### src/rtl/alu_operand_aligner_if.sv
// alu_operand_aligner_if: data/valid/ready stream with tlast/dest/user sideband.
interface alu_operand_aligner_if #(
    parameter int DATA_WIDTH = 32
);
    logic [DATA_WIDTH-1:0] data;
    logic                  valid;
    logic                  ready;
    logic                  last;
    logic [3:0]            dest;
    logic                  user;
    modport master (output data, valid, last, dest, user, input ready);
    modport slave  (input data, valid, last, dest, user, output ready);
endinterface

### src/rtl/alu_operand_aligner.sv
// alu_operand_aligner: buffers A/B operands in per-side FIFOs and releases them as in-order aligned pairs.
// Define ALU_ALIGNER_SKEW_MON_EN to add the saturating max_skew monitor output.
module alu_operand_aligner #(
    parameter int DATA_WIDTH = 32,
    parameter int DEPTH      = 4
) (
    input  logic                        clock,
    input  logic                        reset,
    alu_operand_aligner_if.slave        in_a,
    alu_operand_aligner_if.slave        in_b,
    alu_operand_aligner_if.master       out_a,
    alu_operand_aligner_if.master       out_b,
    output logic [$clog2(DEPTH):0]      pending_a,
    output logic [$clog2(DEPTH):0]      pending_b
`ifdef ALU_ALIGNER_SKEW_MON_EN
    ,
    output logic [15:0]                 max_skew
`endif
);
    localparam int AW = $clog2(DEPTH);
    localparam int CW = AW + 1;

    logic [DATA_WIDTH-1:0] mem [2][DEPTH];
    logic [DATA_WIDTH-1:0] din [2];
    logic [CW-1:0]         cnt [2];
    logic [CW-1:0]         wptr [2];
    logic [CW-1:0]         rptr [2];
    logic [1:0]            vld;
    logic [1:0]            rdy;
    logic [1:0]            push;
    logic                  pair_valid;
    logic                  pop;
    logic                  unused;

    function automatic logic [CW-1:0] inc(input logic [CW-1:0] p);
        return (p == CW'(DEPTH - 1)) ? '0 : p + 1'b1;
    endfunction

    assign vld    = {in_b.valid, in_a.valid};
    assign din[0] = in_a.data;
    assign din[1] = in_b.data;

    // Ready depends only on registered occupancy, never on downstream ready.
    always_comb begin
        rdy = '0;
        for (int s = 0; s < 2; s++)
            rdy[s] = !reset && (cnt[s] != CW'(DEPTH));
    end

    assign push       = vld & rdy;
    assign pair_valid = (cnt[0] != '0) && (cnt[1] != '0);
    assign pop        = pair_valid && out_a.ready && out_b.ready;

    always_ff @(posedge clock or posedge reset) begin
        if (reset) begin
            for (int s = 0; s < 2; s++) begin
                for (int i = 0; i < DEPTH; i++)
                    mem[s][i] <= '0;
                cnt[s]  <= '0;
                wptr[s] <= '0;
                rptr[s] <= '0;
            end
        end else begin
            for (int s = 0; s < 2; s++) begin
                if (push[s]) begin
                    mem[s][wptr[s][AW-1:0]] <= din[s];
                    wptr[s]                 <= inc(wptr[s]);
                end
                if (pop)
                    rptr[s] <= inc(rptr[s]);
                cnt[s] <= cnt[s] + CW'(push[s]) - CW'(pop);
            end
        end
    end

    assign in_a.ready  = rdy[0];
    assign in_b.ready  = rdy[1];
    assign pending_a   = cnt[0];
    assign pending_b   = cnt[1];

    assign out_a.valid = pair_valid;
    assign out_b.valid = pair_valid;
    assign out_a.data  = mem[0][rptr[0][AW-1:0]];
    assign out_b.data  = mem[1][rptr[1][AW-1:0]];
    assign out_a.last  = 1'b0;
    assign out_b.last  = 1'b0;
    assign out_a.dest  = '0;
    assign out_b.dest  = '0;
    assign out_a.user  = 1'b0;
    assign out_b.user  = 1'b0;

    assign unused = ^{in_a.last, in_a.dest, in_a.user, in_b.last, in_b.dest, in_b.user,
                      wptr[0][AW], wptr[1][AW], rptr[0][AW], rptr[1][AW]};

`ifdef ALU_ALIGNER_SKEW_MON_EN
    // Each entry ages since its acceptance; a partner arriving later reads that age.
    logic [15:0]   age [2][DEPTH];
    logic [AW-1:0] pidx [2];
    logic [15:0]   skew;

    function automatic logic [15:0] sat(input logic [15:0] x);
        return (&x) ? x : x + 16'd1;
    endfunction

    always_comb begin
        pidx[0] = rptr[0][AW-1:0] + cnt[1][AW-1:0];
        pidx[1] = rptr[1][AW-1:0] + cnt[0][AW-1:0];
        skew    = (push[1] && cnt[0] > cnt[1]) ? sat(age[0][pidx[0]]) :
                  (push[0] && cnt[1] > cnt[0]) ? sat(age[1][pidx[1]]) : '0;
    end

    always_ff @(posedge clock or posedge reset) begin
        if (reset) begin
            for (int s = 0; s < 2; s++)
                for (int i = 0; i < DEPTH; i++)
                    age[s][i] <= '0;
            max_skew <= '0;
        end else begin
            for (int s = 0; s < 2; s++)
                for (int i = 0; i < DEPTH; i++)
                    age[s][i] <= (push[s] && wptr[s][AW-1:0] == AW'(i)) ? '0 : sat(age[s][i]);
            max_skew <= (skew > max_skew) ? skew : max_skew;
        end
    end
`endif
endmodule

### src/flat_wrapper.sv
// flat-port wrapper written by rule: the top's interface ports become plain ports
module alu_operand_aligner_flat 
#(
    parameter int DATA_WIDTH = 32,
    parameter int DEPTH      = 4
)
  (clock, reset, pending_a, pending_b, in_a_data, in_a_valid, in_a_last, in_a_dest, in_a_user, in_a_ready, in_b_data, in_b_valid, in_b_last, in_b_dest, in_b_user, in_b_ready, out_a_data, out_a_valid, out_a_last, out_a_dest, out_a_user, out_a_ready, out_b_data, out_b_valid, out_b_last, out_b_dest, out_b_user, out_b_ready);
  alu_operand_aligner_if #(.DATA_WIDTH(DATA_WIDTH)) in_a_i ();
  alu_operand_aligner_if #(.DATA_WIDTH(DATA_WIDTH)) in_b_i ();
  alu_operand_aligner_if #(.DATA_WIDTH(DATA_WIDTH)) out_a_i ();
  alu_operand_aligner_if #(.DATA_WIDTH(DATA_WIDTH)) out_b_i ();
  input  logic clock;
  input  logic reset;
  output logic [$clog2(DEPTH):0] pending_a;
  output logic [$clog2(DEPTH):0] pending_b;
  input wire logic [$bits(in_a_i.data)-1:0] in_a_data;
  input wire logic [$bits(in_a_i.valid)-1:0] in_a_valid;
  input wire logic [$bits(in_a_i.last)-1:0] in_a_last;
  input wire logic [$bits(in_a_i.dest)-1:0] in_a_dest;
  input wire logic [$bits(in_a_i.user)-1:0] in_a_user;
  output wire logic [$bits(in_a_i.ready)-1:0] in_a_ready;
  input wire logic [$bits(in_b_i.data)-1:0] in_b_data;
  input wire logic [$bits(in_b_i.valid)-1:0] in_b_valid;
  input wire logic [$bits(in_b_i.last)-1:0] in_b_last;
  input wire logic [$bits(in_b_i.dest)-1:0] in_b_dest;
  input wire logic [$bits(in_b_i.user)-1:0] in_b_user;
  output wire logic [$bits(in_b_i.ready)-1:0] in_b_ready;
  output wire logic [$bits(out_a_i.data)-1:0] out_a_data;
  output wire logic [$bits(out_a_i.valid)-1:0] out_a_valid;
  output wire logic [$bits(out_a_i.last)-1:0] out_a_last;
  output wire logic [$bits(out_a_i.dest)-1:0] out_a_dest;
  output wire logic [$bits(out_a_i.user)-1:0] out_a_user;
  input wire logic [$bits(out_a_i.ready)-1:0] out_a_ready;
  output wire logic [$bits(out_b_i.data)-1:0] out_b_data;
  output wire logic [$bits(out_b_i.valid)-1:0] out_b_valid;
  output wire logic [$bits(out_b_i.last)-1:0] out_b_last;
  output wire logic [$bits(out_b_i.dest)-1:0] out_b_dest;
  output wire logic [$bits(out_b_i.user)-1:0] out_b_user;
  input wire logic [$bits(out_b_i.ready)-1:0] out_b_ready;
  assign in_a_i.data = in_a_data;
  assign in_a_i.valid = in_a_valid;
  assign in_a_i.last = in_a_last;
  assign in_a_i.dest = in_a_dest;
  assign in_a_i.user = in_a_user;
  assign in_a_ready = in_a_i.ready;
  assign in_b_i.data = in_b_data;
  assign in_b_i.valid = in_b_valid;
  assign in_b_i.last = in_b_last;
  assign in_b_i.dest = in_b_dest;
  assign in_b_i.user = in_b_user;
  assign in_b_ready = in_b_i.ready;
  assign out_a_data = out_a_i.data;
  assign out_a_valid = out_a_i.valid;
  assign out_a_last = out_a_i.last;
  assign out_a_dest = out_a_i.dest;
  assign out_a_user = out_a_i.user;
  assign out_a_i.ready = out_a_ready;
  assign out_b_data = out_b_i.data;
  assign out_b_valid = out_b_i.valid;
  assign out_b_last = out_b_i.last;
  assign out_b_dest = out_b_i.dest;
  assign out_b_user = out_b_i.user;
  assign out_b_i.ready = out_b_ready;
  alu_operand_aligner #(.DATA_WIDTH(DATA_WIDTH), .DEPTH(DEPTH)) u_core (.clock(clock), .reset(reset), .in_a(in_a_i), .in_b(in_b_i), .out_a(out_a_i), .out_b(out_b_i), .pending_a(pending_a), .pending_b(pending_b));
endmodule
### config.mk
export PLATFORM = sky130hd
export DESIGN_NAME = alu_operand_aligner_flat
export DESIGN_NICKNAME = d
export VERILOG_FILES = /design/src/rtl/alu_operand_aligner_if.sv /design/src/rtl/alu_operand_aligner.sv /design/src/flat_wrapper.sv
export SDC_FILE = /design/constraint.sdc
export NUM_CORES = 1
export LEC_CHECK = 0
export ABC_AREA = 1
export CORE_UTILIZATION = 35
export DETAILED_ROUTE_END_ITERATION = 12
export GPL_TIMING_DRIVEN = 0
export HOLD_SLACK_MARGIN = 0.02
export PLACE_DENSITY = 0.66
export SLEW_MARGIN = 20
export SYNTH_ARGS = -nofsm -noshare
export SYNTH_HDL_FRONTEND = slang
export SYNTH_SLANG_ARGS = --single-unit
### constraint.sdc
create_clock -name clock -period 8.5 [get_ports clock]
set_clock_uncertainty 0.05 [all_clocks]
set_input_delay 1.7 -clock clock [delete_from_list [all_inputs] [get_ports clock]]
set_output_delay 1.7 -clock clock [all_outputs]
set_load 0.02 [all_outputs]
Yosys cells after proc, flatten, opt, wreduce, memory -nomap -nowiden
Index checks and enable logic that the tools add are counted.

word-level totals
  register bits = 274
  input port bits = 82
  logic and storage cells = 65
  output and inout port bits = 86

operators by class
  add/subtract/negate cells = 8
  reductions and logical operators = 10
  multiplexer cells = 16
  $lt $le $gt $ge = 6
  equality and inequality tests = 6
  bitwise operators = 5

operator list
  kind                                                        count
  bitwise mux 128 bit                                         2
  2-to-1 mux 32 bit                                           6
  binary-select mux 32 bit (select 2 bit)                     2
  demux 32 bit (select 2 bit)                                 2
  adder 3 x 1 -> 3 bit, second input constant                 4
  == test 3 x 2 -> 1 bit, second input constant               4
  greater-or-equal comparator 3 bit, second input constant    4
  2-to-1 mux 3 bit                                            4
  NOT 2 -> 3 bit                                              4
  logical AND 1 bit                                           7
  adder 3 x 1 -> 3 bit                                        2
  less-than comparator 3 x 1 -> 1 bit, second input constant  2
  != test 3 bit, second input constant                        2
  nonzero test 3 bit                                          2
  subtractor 3 x 1 -> 3 bit                                   2
  AND 2 bit                                                   1
  zero test 1 bit                                             1

Logic depth before layout (Yosys ltp)
Gate-level depths: netlist of the first run.

  depth in word-level cells = 6
  gate-level depth with buffers = 12
  mapped depth without buffers = 11

Worst setup path after synthesis of the first run
No wires, ideal clock.

  path type = input port to flip-flop
  start = input port reset
  end = register u_core.mem[10] in the netlist's numbering
  library setup time = 0.119 ns
  required time = 8.331 ns
  arrival time = 5.895 ns
  setup slack = 2.437 ns
  buffers on the path = 1
  stages = 5
  cells stage by stage = inv_2 nand4_2 buf_4 nand2_1 nand2_1

between the ends
  word-level cells in the longest chain between the ends = 3

ends and longest elaborated chain
  item                           RTL line                   RTL
  start, declared                flat_wrapper.sv:13         input logic reset;
  zero test 1 bit                alu_operand_aligner.sv:47  rdy[s] = !reset && (cnt[s] != CW'(DEPTH));
  logical AND 1 bit              alu_operand_aligner.sv:47
  AND 2 bit                      alu_operand_aligner.sv:50  assign push = vld & rdy;
  end signal, assigned by index  alu_operand_aligner.sv:66  mem[s][wptr[s][AW-1:0]] <= din[s];
  end, declared                  alu_operand_aligner.sv:23  logic [DATA_WIDTH-1:0] mem [2][DEPTH];

Every way passes these cells.
A chain may end at the register's enable or synchronous reset.

Final worst setup path of the first run
  start = input port reset
  end = output port in_b_ready

between the ends
  word-level cells in the longest chain between the ends = 2

ends and longest elaborated chain
  item               RTL line                   RTL
  zero test 1 bit    alu_operand_aligner.sv:47
  logical AND 1 bit  alu_operand_aligner.sv:47
  end, declared      flat_wrapper.sv:27         output wire logic [$bits(in_b_i.ready)-1:0] in_b_ready;

Every way passes these cells.

==> results of run 1 <==
-- how the worst max path moves through the flow --
stage	slack, ps	end	cells past startpoint
detailed placement	2860	in_b_ready	4
CTS	2840	in_b_ready	4
global route	2820	in_b_ready	4
floorplan	2440	u_core.mem[10]	5
finish	2840	in_b_ready	4
global placement	-340	u_core.mem[195]	6
-- state kept, by name (all words and copies together), names as in the netlist --
signal	count
u_core.mem	256
u_core.pending_a	3
u_core.pending_b	3
u_core.rptr	6
u_core.wptr	6
-- final cells by class --
type / count / area, µm²
Tap cell: 511 / 639
Clock inverter: 11 / 170
Timing Repair Buffer: 143 / 1470
Inverter: 29 / 116
Clock buffer: 50 / 982
Buffer: 168 / 772
Multi-Input combinational cell: 1174 / 5670
Fill cell: 3765 / 21000
Sequential cell: 274 / 6860
-- cell families after synthesis --
group | Yosys count | share of synthesized area (%)
adder cells (fa/ha/maj) | 16 | 1.61
XOR/XNOR | 4 | 0.262
AND/OR/NAND/NOR | 938 | 31.8
flip-flops | 274 | 51.3
AO/OA/AOI/OAI | 204 | 8.41
other | 1 | 0.0281
buffers and inverters | 197 | 6.59
-- layer usage --
metal / up-vias / wire length [µm] / part of all wire, % / global-route usage [%]
li1: 5947 / - / - / -
met1: 6316 / 18800 / 42 / 30.8
met2: 652 / 20400 / 46 / 36.1
met3: 103 / 3900 / 8.8 / 4.22
met4: 2 / 1500 / 3.4 / 10.2
met5: - / 11 / 0.025 / 0
-- cells in the mapped netlist, drive strengths merged --
| library cell | number | area share, % |
|---|---|---|
| nand2 | 533 | 15 |
| dfrtp | 274 | 51 |
| nand4 | 265 | 13 |
| o21ai | 136 | 5.1 |
| nor2 | 134 | 3.8 |
| buf | 89 | 3.6 |
| clkbuf | 79 | 2.2 |
| o22ai | 64 | 3.0 |
| inv | 29 | 0.81 |
| ha | 14 | 1.3 |
| a21oi | 4 | 0.32 |
| nand3 | 3 | 0.11 |
| and2 | 2 | 0.094 |
| fa | 2 | 0.30 |
| xnor2 | 2 | 0.13 |
| xor2 | 2 | 0.13 |
| conb | 1 | 0.028 |
| nand3b | 1 | 0.056 |
-- metrics by stage --
stage | cell area, µm² | utilization [%] | TNS [ps] | hold slack (ps)
CTS | 16700 | 44.3 | 0 | 426
global route | 16700 | 44.3 | 0 | 436
detailed placement | 15500 | 41.2 | 0 | 411
finish | 16700 | 44.3 | 0 | 424
floorplan | 13400 | - | 0 | 394
global placement | 15500 | 41.0 | -33780 | 407
-- worst register-to-register path, delay by kind of cell, from the launching register on --
kind,cells,cell delay (ps)
xor+xnor,2,290
flops,1,440
fa+ha+maj,3,770
buf+inv,4,400
simple gates,3,440
-- power by group through the flow --
| stage | Sequential [mW] | Clock, mW | Combinational (mW) |
|---|---|---|---|
| 2_1_floorplan | 2.18 | 0 | 2.00 |
| 3_3_place_gp | 2.23 | 0 | 3.25 |
| 3_5_place_dp | 2.25 | 0 | 3.30 |
| 4_1_cts | 2.24 | 1.54 | 3.32 |
| 5_1_grt | 2.32 | 1.58 | 3.63 |
| 6_report | 2.25 | 1.51 | 3.33 |
==> reports/qor.csv, run 1 <==
stage,metric,value,unit
floorplanning,IO Count,168,
global_routing,vias in the first global route,12800,
timing,fmax,0.177,GHz
min_path,Min-Delay Endpoint,u_core.mem[184],
logic_synthesis,distinct cell type count after synthesis,25,
job,maxcap violations,0,
critical_path,buffer and inverter count on the worst path,3,
global_routing,largest net degree at the start of global routing,106,
min_path,Hold WC Path Type,reg2reg,
clock_network,CTS H-tree lvls,2,
pwr,P_int,4.07,mW
pwr,switching portion of total power,42.7,%
timing,fin crit share,66.5,%
cells_and_area,most frequent cells in the layout,"nand2_1 (533), dfrtp_1 (274), nand4_1 (257)",
pwr,pwr dens,426,nW/µm²
drt,routed vias,13000,
cells_and_area,fin nets,1922,
cells_and_area,P&R area growth vs syn,24.7,%
clock_network,clock transition at the registers of the reported paths,50,ps
logic_synthesis,register area share after synthesis,51.3,%
critical_path,kind of critical path,in2out,
min_path,Hold Path Origin,u_core.mem[184],
cells_and_area,Post-Layout Cell Count,2360,
critical_path,"CP delay by family, top",buffers and inverters,
drt,DR vias/cell,5.52,
global_routing,Overflow after GRT,0,
critical_path,"slowest stage cell, crit path",clkdlybuf4s50_1,
timing,max_slew headroom,52.8,%
drt,residual DRC count,0,
clock_network,post-CTS resize count,0,
logic_synthesis,Mapped Area,13400,µm²
critical_path,Worst Setup SP,reset,
pwr,Psw,3.03,mW
floorplanning,die span in x,197,µm
place,RePlAce Congestion,0.897,
critical_path,worst path arrival time,3910,ps
outcome,status,completed,
timing,Setup-failing EPs final,0,
floorplanning,core area,37700,µm²
timing,"Slew Viols, Final",0,
critical_path,worst-case reg-to-reg path depth,12,
drt,drt first pass iters,6,
timing,RSZ-0062 raised after global routing,no,
cells_and_area,diodes inserted,0,
critical_path,worst flop-to-flop path endpoint,u_core.pending_b[2],
critical_path,crit-path cells,"clkdlybuf4s50_1, a21oi_4, clkbuf_1, clkdlybuf4s50_1",
pwr,Logic pwr share,47.0,%
clock_network,clock latency on the worst-skew pair,540,ps
clock_network,CTS Sinks,274,
clock_network,Post CTS Setup Buffer Count,0,
critical_path,endpoint class of the critical path,primary output,
critical_path,CP Launch Type,primary input,
min_path,hold depth,2,
critical_path,Worst R2R Start,u_core.pending_a[1],
pwr,Lkg Pwr,8.05,nW
critical_path,max incr delay on CP,710,ps
timing,worst setup margin,2840,ps
critical_path,CP most frequent cell,clkdlybuf4s50_1,
floorplanning,die area,39000,µm²
clock_network,CTS Buf Count,34,
drt,wire per inst,18.9,µm
logic_synthesis,syn avg cell area,8.18,µm²
place,I/O Buffers,141,
drt,WL final,44.5,mm
timing,final hold viol count,0,
critical_path,crit-path max FO,10,
clock_network,Root Buffer,clkbuf_16,
cells_and_area,"commonest non-fill, non-tap cell in the layout",nand2_1,
floorplanning,Die Y,197,µm
floorplanning,Initial Util,35.5,%
critical_path,Required @ worst endpoint,6750,ps
clock_network,CTS tree,yes,
pwr,clock group share of total power,21.3,%
pwr,Tot Pwr,7.10,mW
pwr,power share of the sequential group,31.7,%
global_routing,total track usage,23.0,%
drt,DRT antenna net count,0,
logic_synthesis,YS warnings,0,
logic_synthesis,synthesis-stage register bit count,274,
timing,Worst-Margin Slew,708,ps
critical_path,Worst R2R Setup Slack,6000,ps
floorplanning,Std-Cell Rows,71,
pwr,Peak VDD IR,0.256,mV
place,pre-CTS setup slack,2860,ps
global_routing,first-pass GRT wire length,70.3,mm
place,dpl cells,2299,
timing,"Min Clock Period, post-route",5660,ps
cells_and_area,share of cells above drive strength 1,7.84,%
place,DP HPWL,30.2,mm
clock_network,clk buf depth,3,
drt,iteration-0 DRC count of the detailed router,1175,
logic_synthesis,cell count after synthesis,1634,
clock_network,CTS Hold Buffers Added,0,
global_routing,initial antenna violation count,1,
(Power assumes the default switching activity.)
==> run 2: changes to the inputs <==
==> constraint.sdc (replaced) <==
create_clock -name clock -period 5.8 [get_ports clock]
set_clock_uncertainty 0.05 [all_clocks]
set_input_delay 1.16 -clock clock [delete_from_list [all_inputs] [get_ports clock]]
set_output_delay 1.16 -clock clock [all_outputs]
set_load 0.02 [all_outputs]
==> results of run 2 <==
Same layout as run 1 (identical final DEF). Status: completed.
Main changes from that run: setup slack after placement 2860 ps -> 1240 ps; setup slack after layout 2840 ps -> 1220 ps; register-to-register setup slack 6000 ps -> 3300 ps; total power 7.10 mW -> 10.4 mW; worst IR drop on VDD 0.256 mV -> 0.375 mV
==> run 3: changes to the inputs <==
==> constraint.sdc (replaced) <==
create_clock -name clock -period 4.7 [get_ports clock]
set_clock_uncertainty 0.05 [all_clocks]
set_input_delay 0.94 -clock clock [delete_from_list [all_inputs] [get_ports clock]]
set_output_delay 0.94 -clock clock [all_outputs]
set_load 0.02 [all_outputs]
==> run 3 against run 2 <==
Compared with the run above:
- worst setup slack worse by 710 ps
- clock power up 15%
- die area unchanged
- first-iteration DRC count up 14%
- count of clock-buffer cells in the layout up 2
- combinational power up 23%
- utilization down 0.23 points
- worst hold slack about the same
- global-route usage down 0.11 points
==> reports/qor.csv, run 3 (synthesis results as in run 1) <==
stage,metric,value,unit,change
outcome,status,completed,,unchanged
global_routing,initial antenna violation count,1,,unchanged
timing,max_slew headroom,51.4,%,was 52.8%
drt,iteration-0 DRC count of the detailed router,1334,,"was 1,175"
timing,Worst-Margin Slew,729,ps,was 708 ps
global_routing,Overflow after GRT,0,,unchanged
clock_network,CTS Hold Buffers Added,0,,unchanged
clock_network,Post CTS Setup Buffer Count,0,,unchanged
clock_network,CTS tree,yes,,unchanged
cells_and_area,filler instances,3760,,"was 3,765"
clock_network,CTS Sinks,274,,unchanged
cells_and_area,share of cells above drive strength 1,7.74,%,was 7.84%
clock_network,Root Buffer,clkbuf_16,,unchanged
place,dpl cells,2298,,"was 2,299"
floorplanning,die span in x,197,µm,unchanged
floorplanning,IO Count,168,,unchanged
cells_and_area,multi-input logic area,5670,µm²,unchanged
global_routing,total track usage,22.9,%,was 23.0%
pwr,Lkg Pwr,8.01,nW,was 8.05 nW
critical_path,worst path arrival time,3190,ps,was 3370 ps
floorplanning,die area,39000,µm²,unchanged
cells_and_area,max reg flops,256,,unchanged
timing,"Min Clock Period, post-route",4180,ps,
place,DP HPWL,29.9,mm,was 30.2 mm
clock_network,CTS H-tree lvls,2,,unchanged
drt,DRT antenna net count,0,,unchanged
drt,routed vias,13000,,about the same
cells_and_area,diodes inserted,0,,unchanged
global_routing,largest net degree at the start of global routing,145,,was 106
critical_path,crit-path cells,"clkdlybuf4s50_1, a21oi_4, clkbuf_1, clkdlybuf4s50_1",,unchanged
timing,RSZ-0062 raised after global routing,no,,unchanged
clock_network,clock latency on the worst-skew pair,540,ps,about the same
job,maxcap violations,0,,unchanged
cells_and_area,"commonest non-fill, non-tap cell in the layout",nand2_1,,unchanged
timing,final hold viol count,0,,unchanged
cells_and_area,fin nets,1922,,unchanged
critical_path,Required @ worst endpoint,3710,ps,was 4590 ps
critical_path,kind of critical path,in2out,,unchanged
cells_and_area,Reg with most FFs,u_core.mem,,unchanged
critical_path,CP Launch Type,primary input,,unchanged
drt,DR vias/cell,5.50,,was 5.52
pwr,switching portion of total power,43.2,%,was 42.7%
pwr,clock group share of total power,20.2,%,was 21.3%
global_routing,vias in the first global route,12600,,"was 12,800"
clock_network,CTS Buf Count,35,,was 34
floorplanning,Die Y,197,µm,unchanged
timing,Setup-failing EPs final,0,,unchanged
critical_path,CP most frequent cell,clkdlybuf4s50_1,,unchanged
floorplanning,Std-Cell Rows,71,,unchanged
min_path,Hold WC Path Type,reg2reg,,unchanged
clock_network,clock transition at the registers of the reported paths,60,ps,was 50 ps
floorplanning,Initial Util,35.5,%,unchanged
pwr,Peak VDD IR,0.452,mV,was 0.375 mV
pwr,power share of the sequential group,32.3,%,was 31.7%
cells_and_area,most frequent cells in the layout,"nand2_1 (533), dfrtp_1 (274), nand4_1 (257)",,unchanged
critical_path,endpoint class of the critical path,primary output,,unchanged
place,RePlAce Congestion,0.903,,was 0.897
cells_and_area,area taken by flip-flops and latches,6860,µm²,unchanged
timing,"Slew Viols, Final",0,,unchanged
timing,fmax,0.239,GHz,
clock_network,post-CTS resize count,0,,unchanged
drt,residual DRC count,0,,unchanged
place,I/O Buffers,141,,unchanged
pwr,pwr dens,763,nW/µm²,was 624 nW/µm²
clock_network,clk buf depth,3,,unchanged
critical_path,"slowest stage cell, crit path",clkdlybuf4s50_1,,unchanged
critical_path,Worst R2R Setup Slack,2210,ps,was 3300 ps
drt,drt first pass iters,5,,was 6
pwr,Logic pwr share,47.5,%,was 47.0%
floorplanning,core area,37700,µm²,unchanged
pwr,P_int,7.19,mW,was 5.96 mW
critical_path,crit-path max FO,10,,unchanged
timing,fin crit share,89.0,%,
global_routing,first-pass GRT wire length,70.1,mm,was 70.3 mm
critical_path,max incr delay on CP,720,ps,was 710 ps
drt,wire per inst,18.9,µm,about the same
pwr,Psw,5.46,mW,was 4.44 mW
cells_and_area,top flop regs,"u_core.mem x256, u_core.rptr x6, u_core.wptr x6",,unchanged
drt,WL final,44.5,mm,about the same
pwr,Tot Pwr,12.7,mW,was 10.4 mW
timing,setup_tns,0,ps,unchanged
cells_and_area,Post-Layout Cell Count,2358,,"was 2,360"
cells_and_area,P&R area growth vs syn,24.1,%,was 24.7%
## run 3: area by class of cell
class / instances / share of cell area, %
Multi-Input combinational cell: 1174 / 34.2
Timing Repair Buffer: 142 / 8.68
Buffer: 168 / 4.65
Sequential cell: 274 / 41.3
Inverter: 29 / 0.754
Tap cell: 511 / 3.85
Clock inverter: 8 / 0.377
Clock buffer: 52 / 6.16
## run 3: power by group through the flow
stage                     clock network (mW)  logic (mW)  registers [mW]
final                                   2.56        6.01            4.08
after CTS                               2.59        5.99            4.06
after global placement                     0        5.86            4.04
after detailed placement                   0        5.94            4.07
after global routing                    2.68        6.55            4.20
after floorplan                            0        3.61            3.94
## run 3: critical path: cells and delay by family
| family | cells | cell delay [ps] |
|---|---|---|
| compound gates | 1 | 370 |
| buf+inv | 3 | 1870 |
## run 3: metrics by stage
step | hold WS [ps] | instance area, µm² | util [%] | setup WS [ps]
floorplan | 394 | 13400 | - | 850
global placement | 408 | 15500 | 41.0 | -1140
detailed placement | 411 | 15500 | 41.2 | 498
CTS | 427 | 16600 | 44.0 | 489
global route | 442 | 16600 | 44.0 | 404
finish | 423 | 16600 | 44.0 | 517
## run 3: routing by layer
layer	vias up	track usage [%]	wire length [µm]
met1	6273	31.3	18600
met4	2	9.39	1240
met3	87	4.44	4030
met2	657	35.4	20500
li1	5960	-	-
met5	-	0	16
## run 3: worst paths after layout
kind	start	cells after the start	endpoint
max	reset	4	in_b_ready
min	u_core.mem[33]	2	u_core.mem[33]
max reg2reg	u_core.pending_b[1]	12	u_core.pending_b[2]
min reg2reg	u_core.mem[33]	2	u_core.mem[33]
max in group asynchronous	reset	3	u_core.mem[167]
min in group asynchronous	reset	2	u_core.rptr[2]
